==> src/rtl/atm_pager_rdback_pkg.sv <==
// Shared constants and types for the ATM pager read-back responder.
package atm_pager_rdback_pkg;

    // Low address byte of the read-back port.
    localparam logic [7:0] PORT_LO_DEF    = 8'hBE;

    // Values of za[15:8] that select the returned byte.
    localparam logic [7:0] SEL_PAGE0_BASE = 8'h00;
    localparam logic [7:0] SEL_PAGE1_BASE = 8'h04;
    localparam logic [7:0] SEL_RAMNROM    = 8'h08;
    localparam logic [7:0] SEL_DOS7FFD    = 8'h09;
    localparam logic [7:0] SEL_WRDIS      = 8'h0A;

    // Byte returned for unused selectors and held while nothing was captured.
    localparam logic [7:0] DEFAULT_BYTE   = 8'hFF;

    // Responder state: waiting for a hit, or holding a captured byte.
    typedef enum logic [0:0] {
        ST_IDLE = 1'b0,
        ST_HOLD = 1'b1
    } rdback_state_e;

endpackage

==> src/rtl/atm_rdback_sel.sv <==
// Combinational byte selector: picks the read-back byte addressed by za[15:8].
module atm_rdback_sel
    import atm_pager_rdback_pkg::*;
#(
    parameter int NWIN = 4
) (
    input  logic [7:0]        sel_i,
    input  logic [8*NWIN-1:0] pages0_i,
    input  logic [8*NWIN-1:0] pages1_i,
    input  logic [2*NWIN-1:0] dos7ffd_i,
    input  logic [2*NWIN-1:0] ramnrom_i,
    input  logic [2*NWIN-1:0] wrdisables_i,
    output logic [7:0]        byte_o
);

    localparam int WIN_W = $clog2(NWIN);

    logic [WIN_W-1:0] win_s;
    logic [7:0]       byte_s;

    // The low selector bits name the window inside a page group.
    assign win_s = sel_i[WIN_W-1:0];

    // Decode the selector: page groups share one window index, the packed
    // two-bit-per-window buses are returned as they come, anything else reads 0xFF.
    always_comb begin
        byte_s = DEFAULT_BYTE;
        if (sel_i[7:WIN_W] == SEL_PAGE0_BASE[7:WIN_W]) begin
            byte_s = pages0_i[{win_s, 3'b000} +: 8];
        end else if (sel_i[7:WIN_W] == SEL_PAGE1_BASE[7:WIN_W]) begin
            byte_s = pages1_i[{win_s, 3'b000} +: 8];
        end else begin
            case (sel_i)
                SEL_RAMNROM: byte_s = ramnrom_i;
                SEL_DOS7FFD: byte_s = dos7ffd_i;
                SEL_WRDIS:   byte_s = wrdisables_i;
                default:     byte_s = DEFAULT_BYTE;
            endcase
        end
    end

    assign byte_o = byte_s;

endmodule

==> src/rtl/atm_pager_rdback.sv <==
// Read-back responder for the ATM pager ports: answers Z80 IN from xxBE with
// a pager-state byte captured at the start of the I/O cycle and held until
// IORQ goes away.
module atm_pager_rdback
    import atm_pager_rdback_pkg::*;
#(
    parameter logic [7:0] PORT_LO = PORT_LO_DEF,
    parameter int         NWIN    = 4
) (
    input  logic              fclk,
    input  logic              rst_n,
    input  logic              zpos,
    input  logic              zneg,
    input  logic [15:0]       za,
    input  logic              iorq_n,
    input  logic              rd_n,
    input  logic              m1_n,
    input  logic              port_en,
    input  logic [8*NWIN-1:0] pages0,
    input  logic [8*NWIN-1:0] pages1,
    input  logic [2*NWIN-1:0] dos7ffd,
    input  logic [2*NWIN-1:0] ramnrom,
    input  logic [2*NWIN-1:0] wrdisables,
    output logic [7:0]        rd_data,
    output logic              rd_valid,
    output logic              rd_done
);

    rdback_state_e state_q, state_d;
    logic [7:0]    rd_data_q, rd_data_d;
    logic          rd_valid_q, rd_valid_d;
    logic          rd_done_q, rd_done_d;
    logic          iorq_n_reg_q, iorq_n_reg_d;
    // Cleared by reset; set once IORQ is seen idle, so a cycle already in
    // progress at reset release is never served.
    logic          armed_q, armed_d;

    logic          cycle_start_s;
    logic          hit_s;
    logic [7:0]    sel_byte_s;
    logic          unused_zpos_s;

    // Capture timing is purely zneg based; the positive strobe is not needed.
    assign unused_zpos_s = zpos;

    atm_rdback_sel #(
        .NWIN (NWIN)
    ) u_sel (
        .sel_i        (za[15:8]),
        .pages0_i     (pages0),
        .pages1_i     (pages1),
        .dos7ffd_i    (dos7ffd),
        .ramnrom_i    (ramnrom),
        .wrdisables_i (wrdisables),
        .byte_o       (sel_byte_s)
    );

    // A cycle starts on the zneg where IORQ is first seen low.
    assign cycle_start_s = zneg & iorq_n_reg_q & ~iorq_n;

    // Only a plain port read (not interrupt ack, not a write) to our port hits.
    assign hit_s = cycle_start_s & ~rd_n & m1_n & (za[7:0] == PORT_LO) &
                   port_en & armed_q & (state_q == ST_IDLE);

    // State and capture registers, all cleared asynchronously.
    always_ff @(posedge fclk or negedge rst_n) begin
        if (!rst_n) begin
            state_q      <= ST_IDLE;
            rd_data_q    <= DEFAULT_BYTE;
            rd_valid_q   <= 1'b0;
            rd_done_q    <= 1'b0;
            iorq_n_reg_q <= 1'b1;
            armed_q      <= 1'b0;
        end else begin
            state_q      <= state_d;
            rd_data_q    <= rd_data_d;
            rd_valid_q   <= rd_valid_d;
            rd_done_q    <= rd_done_d;
            iorq_n_reg_q <= iorq_n_reg_d;
            armed_q      <= armed_d;
        end
    end

    // Next state: capture on a hit, release as soon as IORQ is deasserted.
    always_comb begin
        state_d = state_q;
        case (state_q)
            ST_IDLE: begin
                if (hit_s) begin
                    state_d = ST_HOLD;
                end else begin
                    state_d = ST_IDLE;
                end
            end
            ST_HOLD: begin
                if (iorq_n) begin
                    state_d = ST_IDLE;
                end else begin
                    state_d = ST_HOLD;
                end
            end
            default: state_d = ST_IDLE;
        endcase

        if (zneg) begin
            iorq_n_reg_d = iorq_n;
        end else begin
            iorq_n_reg_d = iorq_n_reg_q;
        end

        if (iorq_n) begin
            armed_d = 1'b1;
        end else begin
            armed_d = armed_q;
        end
    end

    // Output next-values: data is latched only on a hit and kept afterwards,
    // valid tracks HOLD, done marks the HOLD-to-IDLE transition.
    always_comb begin
        rd_data_d  = rd_data_q;
        rd_valid_d = 1'b0;
        rd_done_d  = 1'b0;
        if (hit_s) begin
            rd_data_d = sel_byte_s;
        end else begin
            rd_data_d = rd_data_q;
        end
        rd_valid_d = (state_d == ST_HOLD);
        rd_done_d  = (state_q == ST_HOLD) && (state_d == ST_IDLE);
    end

    assign rd_data  = rd_data_q;
    assign rd_valid = rd_valid_q;
    assign rd_done  = rd_done_q;

endmodule
==> config.mk <==
export PLATFORM = sky130hd
export DESIGN_NAME = atm_pager_rdback
export DESIGN_NICKNAME = d
export VERILOG_FILES = /design/src/rtl/atm_pager_rdback_pkg.sv /design/src/rtl/atm_rdback_sel.sv /design/src/rtl/atm_pager_rdback.sv
export SDC_FILE = /design/constraint.sdc
export NUM_CORES = 1
export LEC_CHECK = 0
export CELL_PAD_IN_SITES_DETAIL_PLACEMENT = 1
export CELL_PAD_IN_SITES_GLOBAL_PLACEMENT = 2
export CORE_ASPECT_RATIO = 0.7
export CORE_MARGIN = 2
export CORE_UTILIZATION = 17
export DETAILED_ROUTE_END_ITERATION = 8
export PLACE_DENSITY = 0.91
export SYNTH_ARGS = -nofsm -noshare
export SYNTH_HDL_FRONTEND = slang
export SYNTH_SLANG_ARGS = --single-unit
==> constraint.sdc <==
create_clock -name fclk -period 3.48 [get_ports fclk]
set_input_delay 0.87 -clock fclk [delete_from_list [all_inputs] [get_ports fclk]]
set_output_delay 0.87 -clock fclk [all_outputs]
set_load 0.01 [all_outputs]
After elaboration in Yosys (flattened, before gate mapping)
Cells that the tools add are included.
Widths: inputs -> output; s select.

storage, ports and cells
  memories kept = 0
  flip-flop bits (word level) = 12
  bits in latches = 0
  memory bits (read-only) = 0
  output and inout port bits = 10
  bits of input ports = 112
  memory bits (writable) = 0

cells by class
  mux-type cells = 6
  eq/ne operators = 5
  reduce and logical (&&, ||, !) cells = 2
  div/mod/pow operators = 0
  multipliers = 0
  order comparisons = 0
  add/sub/neg operators = 0
  bitwise logic cells = 12
  shift-type cells = 2

operators with widths
  operator            number
  $shiftx 32x6->8     2
  $eq 8x4->1 const B  3
  $pmux 8 s3          1
  $mux 8              2
  $and 1x1->1         8
  $eq 8x8->1 const B  1
  $eq 6x1->1 const B  1
  $logic_not 6->1     1
  $not 1->1           4
  $mux 1              2
  $pmux 1 s2          1
  $logic_and 1x1->1   1

Logic depth before layout (Yosys ltp)
Gate-level depths: netlist of run 1.

  depth after elaboration = 12
  gate-level depth with buffers = 6
  depth with buffers taken out = 4

By module
From an unflattened synthesis of run 1, not the netlist that was laid out.

unflattened totals
  cells, all modules = 119
  area, all modules = 1295.0 um^2

modules (own cells, without submodules)
  module            cells an instance  times used  area an instance (um^2)
  atm_rdback_sel    89                 1           797.0
  atm_pager_rdback  30                 1           498.0

Worst setup path after synthesis of run 1
No wires, ideal clock.

  kind = input port to flip-flop
  from = input port za[15]
  to = register rd_data_q[1] (netlist: rd_data[1])
  library setup time = 0.088 ns
  path slack = 1.185 ns
  arrival = 2.207 ns
  cell stages on the path = 6
  cell sequence = or4_4 > buf_6 > or3b_1 > buf_6 > o32ai_1 > o31ai_1

on the way
  longest elaborated chain between the ends = 4
  elaborated cells between the ends (all ways) = 8
  those cells by class = eq/ne (4); mux (3); reduce/logical (1)

RTL lines
  what                  RTL line                RTL
  start, declared       atm_pager_rdback.sv:14  input logic [15:0] za,
  $eq 8x4->1            atm_rdback_sel.sv:33    case (sel_i)
  $pmux 8 s3            atm_rdback_sel.sv:33
  $mux 8                atm_rdback_sel.sv:30    end else if (sel_i[7:WIN_W] == SEL_PAGE1_BASE[7:WIN_W]) begin
  $mux 8 *              atm_rdback_sel.sv:28    if (sel_i[7:WIN_W] == SEL_PAGE0_BASE[7:WIN_W]) begin
  end signal, assigned  atm_pager_rdback.sv:76  rd_data_q <= rd_data_d;
  end, declared         atm_pager_rdback.sv:30  logic [7:0] rd_data_q, rd_data_d;

Every way passes the cells marked *; elsewhere a longest branch is shown, timed or not.
A chain may end at the register's enable or synchronous reset.

Worst setup path in the final report of run 1
  from = input port za[15]
  to = register rd_data_q[6] (netlist: rd_data[6])

Same word-level chain as after synthesis.

==> impl_metrics.tcl, run 1 <==
set metrics [dict create \
    rsz0062_at_grt "no" \
    finalWeightedCongestion 0.6483 \
    ir_worst_vdd_v 0.00008010 \
    fillCellCount 772 \
    path_max_fanout 17 \
    fp.dieW_um 105.9 \
    switching_share_pct 22.90 \
    core_area_um2 6882 \
    die_h_um 75.35 \
    synth_most_common_cell "mux4_2" \
    drt-vias-per-instance 4.529 \
    ff2ff_path_depth 3 \
    cts_tree "built" \
    hold_path_end "rd_data[7]" \
    p_leak_nw 0.8391 \
    r2r_end "rd_data[1]" \
    wire_per_inst_um 17.46 \
    status "complete, no violations" \
    cts_resized 0 \
    grt_use_total_pct 13.75 \
    r2r_start "rd_valid" \
    hold_depth 2 \
    fin_skew_ps 7.194 \
    syn_nets 217 \
    avgSynthCellArea_um2 11.77 \
    yosys-top-cells-area "mux4_2 (29%), dfstp_2 (19%), mux2_2 (8.2%), dfrtp_1 (6.1%), o22a_1 (5.7%)" \
    crit_type "in -> reg" \
    grt-ovfl-total 0 \
    maxSlewViolCount 0 \
    final_antenna_net_count 0 \
    clock_path_buffers 2 \
    pwr-share-seq_pct 29.3 \
    relSlewSlack_pct 64.69 \
    dp_hpwl_um 4739 \
    nNetsFinal 329 \
    num_vias 1404 \
    first_pass_iters 4 \
    reg2reg_slack_ps 1610 \
    grt_pass1_wl_um 8328 \
    initial_core_util_pct 17.96 \
    yosysWarnings 0 \
    io_buffers 120 \
    worstHoldStart "rd_data[7]" \
    post-route-period-util_pct 76.72 \
    synth_area_um2 1236 \
    start_kind "input pin" \
    row_count 25 \
    p_sw_uw 112.4 \
    arrival_ps 2820 \
    syn2layout_area_growth_pct 105.0 \
    post-cts-setup-buffer-count 0 \
    drc_errors 0 \
    fp.dieArea_um2 7981 \
    p_int_uw 378.5 \
    pwr-share-comb_pct 43.1 \
    pin_count 122 \
    required_ps 3630 \
    yosys.area.top_type "mux4_2" \
    finalWorstPathRequiredPeriod_ps 2670 \
    synth_common_cells "mux4_2 (16), dfstp_2 (9), mux2_2 (9)" \
    yosys_most_used_dff "dfstp_2" \
    grt_pass1_vias 1623 \
    routed_wl_um 5414 \
    clkTransAtPathRegs_ps 60 \
    clkPwrFrac_pct 27.6 \
    grt_start_max_net_pins 26 \
    drv_cap 0 \
    critical_path.endpoint_type "register" \
    ys_types 24 \
    min_path_type "reg -> reg" \
    layout-drive-gt1-share_pct 19.91 \
    initialDrtViolationCount 35 \
    synth_top_area_share_pct 29.15 \
    hold_violations 0 \
    final-setup-viol-count 0 \
    tightest_slew_ps 527.9 \
    cts_max_level 1 \
    async_flop_share_pct 100.0 \
    syn_inst 105 \
    holdWs_ps 473.4 \
    numCtsBuffers 3 \
    antenna_found_initial 0 \
    cts-root-buf "clkbuf_8" \
    clock-sinks 12 \
    ys_seq_area_share_pct 25.20 \
    hold_buffers 0 \
    n_antenna_cell 0 \
    max_freq_mhz 374.6 \
    fin_setup_tns_ps 0 \
    clkLatencyLatePin_ps 250 \
    synth-edff-count 0 \
    ys_seq_elements 12 \
    p_per_area_nw_per_um2 193.8 \
]
layout by cell type, fill, tap and decap left out, types with 3 or more instances in the layout:
cell and count:
o31ai_1 8, dfstp_2 9, o32ai_1 7, clkbuf_8 3
nor4_1 8, nand4b_1 3, mux4_2 16, clkdlybuf4s50_1 119
dfrtp_1 3, o22a_1 8, nand2_1 8, mux2_2 9
state kept, by name, indices dropped and copies added, names as in the netlist:
name and flops:
iorq_n_reg_q 1, rd_data 8, rd_done 1, armed_q 1, rd_valid 1
logic make-up after synthesis:
family | synth area share, %
and+or+nand+nor | 13.77
muxes | 37.35
DFF | 25.20
buffers and inverters | 6.477
AOI/OAI and AO/OA | 17.21
per-stage QoR:
step / std cells / util (%) / power (mW) / setup WS [ps] / cell area, µm²
2_1_floorplan: 105 / - / 0.2192 / 1185 / 1236
3_3_place_gp: 306 / 36.16 / 0.3565 / 603.0 / 2489
3_5_place_dp: 306 / 36.16 / 0.3609 / 544.5 / 2489
4_1_cts: 310 / 36.82 / 0.4986 / 811.9 / 2534
5_1_grt: 310 / 36.82 / 0.5230 / 713.9 / 2534
6_report: 310 / 36.82 / 0.4910 / 810.2 / 2534
worst max path at each step:
stage / start / to / slack, ps / cells past startpoint
2_1_floorplan: za[15] / rd_data[1] / 1190 / 6
3_3_place_gp: za[15] / rd_data[6] / 600 / 5
3_5_place_dp: za[15] / rd_data[1] / 540 / 5
4_1_cts: za[15] / rd_data[6] / 810 / 5
5_1_grt: za[15] / rd_data[5] / 710 / 5
6_report: za[15] / rd_data[6] / 810 / 5
power groups by stage:
stage | clock network (mW) | registers (mW) | logic, mW
2_1_floorplan | 0 | 0.146 | 0.0736
3_5_place_dp | 0 | 0.146 | 0.215
5_1_grt | 0.151 | 0.144 | 0.228
4_1_cts | 0.139 | 0.144 | 0.216
6_report | 0.136 | 0.144 | 0.212
3_3_place_gp | 0 | 0.145 | 0.211
routing by layer:
layer | global-route usage, % | routed length (µm)
met1 | 16.62 | 2333
met2 | 25.02 | 2608
met3 | 4.021 | 433
met4 | 2.778 | 38
met5 | 0 | 0
cell type report:
class	instances	area (µm²)	area share, %
Clock buffer	4	45.04	1.778
Inverter	1	3.754	0.1481
Multi-Input combinational cell	77	844.6	33.33
Sequential cell	12	311.5	12.30
Tap cell	94	117.6	4.642
Timing Repair Buffer	122	1211	47.80
critical path: stages:
cell             delay [ps]
clkdlybuf4s50_1         400
or4_4                   660
or3b_1                  540
o32ai_1                 220
o31ai_1                 120
Power figures use the tool's default switching activity.
==> run 2: changes to the inputs <==
--- a/config.mk
+++ b/config.mk
@@ -9,9 +9,9 @@
 export CELL_PAD_IN_SITES_GLOBAL_PLACEMENT = 2
 export CORE_ASPECT_RATIO = 0.7
 export CORE_MARGIN = 2
-export CORE_UTILIZATION = 17
+export CORE_UTILIZATION = 15
 export DETAILED_ROUTE_END_ITERATION = 8
-export PLACE_DENSITY = 0.91
+export PLACE_DENSITY = 0.82
 export SYNTH_ARGS = -nofsm -noshare
 export SYNTH_HDL_FRONTEND = slang
 export SYNTH_SLANG_ARGS = --single-unit
==> constraint.sdc (replaced) <==
create_clock -name fclk -period 2.7 [get_ports fclk]
set_input_delay 0.675 -clock fclk [delete_from_list [all_inputs] [get_ports fclk]]
set_output_delay 0.675 -clock fclk [all_outputs]
set_load 0.01 [all_outputs]
==> impl_metrics.tcl, run 2 (synthesized netlist as in run 1, its figures left out) <==
set metrics [dict create \
    drv_cap 0 \
    r2r_start "rd_valid" \
    path_cells "clkdlybuf4s50_1 -> or4_4 -> or3b_1 -> o32ai_1 -> o31ai_1" \
    wire_per_inst_um 16.74 \
    io_buffers 120 \
    grt-ovfl-total 0 \
    hold_violations 0 \
    crit_type "in -> reg" \
    grt_start_max_net_pins 26 \
    r2r_end "rd_data[1]" \
    rsz0062_at_grt "no" \
    cts_max_level 1 \
    core_area_um2 7939 \
    crit_start "za[15]" \
    arrival_ps 2470 \
    p_per_area_nw_per_um2 283.6 \
    cts_resized 0 \
    first_pass_iters 4 \
    hold_buffers 0 \
    maxSlewViolCount 0 \
    post-cts-setup-buffer-count 0 \
    initialDrtViolationCount 28 \
    fin_setup_tns_ps 0 \
    largest_reg_flops 8 \
    routed_wl_um 5356 \
    clkTransAtPathRegs_ps 40 \
    antenna_found_initial 1 \
    endpoint "rd_data[6]" \
    drc_errors 0 \
    drt-vias-per-instance 4.456 \
    post-route-period-util_pct 85.70 \
    critical_path.endpoint_type "register" \
    final_antenna_net_count 0 \
    ir_worst_vdd_v 0.0002021 \
    finalWeightedCongestion 0.6856 \
    final_cell_mix "clkdlybuf4s50_1 (119), mux4_2 (16), mux2_2 (9), dfstp_2 (9)" \
    die_h_um 79.96 \
    fillCellCount 880 \
    cp_slowest_cell "or4_4" \
    ff2ff_path_depth 4 \
    final-setup-viol-count 0 \
    syn2layout_area_growth_pct 111.8 \
    pin_count 122 \
    clock-sinks 12 \
    p_leak_nw 0.8720 \
    layout-drive-gt1-share_pct 20.64 \
    tightest_slew_ps 547.4 \
    crit_path_max_incr_delay_ps 550 \
    numCtsBuffers 3 \
    dp_hpwl_um 4602 \
    relSlewSlack_pct 63.39 \
    required_ps 2860 \
    grt_pass1_wl_um 8148 \
    reg2reg_slack_ps 1010 \
    grt_pass1_vias 1638 \
    fp.dieW_um 112.5 \
    num_vias 1426 \
    initial_core_util_pct 15.57 \
    start_kind "input pin" \
    cts_tree "built" \
    cts-root-buf "clkbuf_16" \
    fin_skew_ps 0.9162 \
    fp.dieArea_um2 8995 \
    path_max_fanout 8 \
    min_path_type "reg -> reg" \
    status "complete, no violations" \
    max_freq_mhz 432.2 \
    row_count 27 \
    final_common_cell "clkdlybuf4s50_1" \
    finalWorstPathRequiredPeriod_ps 2314 \
    clkLatencyLatePin_ps 240 \
    clock_path_buffers 2 \
    grt_use_total_pct 11.64 \
    holdWs_ps 473.5 \
    nNetsFinal 331 \
]
## run 2: worst min path at each step
| stage | from | end | slack [ps] | cells after the start |
|---|---|---|---|---|
| 6_report | armed_q | armed_q | 470 | 1 |
| 3_3_place_gp | rd_data[7] | rd_data[7] | 460 | 2 |
| 2_1_floorplan | rst_n | armed_q | 380 | 0 |
| 3_5_place_dp | armed_q | armed_q | 460 | 1 |
| 4_1_cts | armed_q | armed_q | 470 | 1 |
| 5_1_grt | armed_q | armed_q | 480 | 1 |
## run 2: power by group
part	switching [mW]	total [mW]	internal [mW]	leakage, nW
Combinational	0.0755	0.280	0.204	0.704
Sequential	0.000937	0.185	0.184	0.130
Clock	0.0789	0.278	0.199	0.0382
Total	0.155	0.743	0.587	0.872
## run 2: cell type report
class | instances | area, µm² | share of cell area (%)
flip-flops and latches | 12 | 311.5 | 11.90
multi-input cells | 77 | 844.6 | 32.25
well taps | 101 | 126.4 | 4.826
inverters | 1 | 3.754 | 0.1433
diodes | 1 | 2.502 | 0.09556
clock buffers | 4 | 78.83 | 3.010
repair buffers | 124 | 1251 | 47.78
## run 2: metal layers
layer  vias up  track usage, %  routed length (µm)
met4         0           3.293                  53
met2        65           20.90                2722
li1        674               -                   -
met1       683           14.00                2246
met5         -               0                   0
met3         4           2.733                 334
## run 2: worst max-delay path: cells and delay by family
family | cells | cell delay [ps]
compound gates | 2 | 330
buf+inv | 1 | 400
simple gates | 2 | 1060
## run 2: stage by stage
stage | instance area [µm²] | cells | total power, mW | util (%) | worst slack [ps]
final | 2619 | 320 | 0.7427 | 32.99 | 386.1
after floorplan | 1236 | 105 | 0.2826 | - | 600.1
after detailed placement | 2537 | 315 | 0.4720 | 31.96 | 120.0
after CTS | 2616 | 319 | 0.7515 | 32.96 | 374.0
after global routing | 2619 | 320 | 0.7738 | 32.99 | 327.6
after global placement | 2537 | 315 | 0.4678 | 31.96 | 176.1
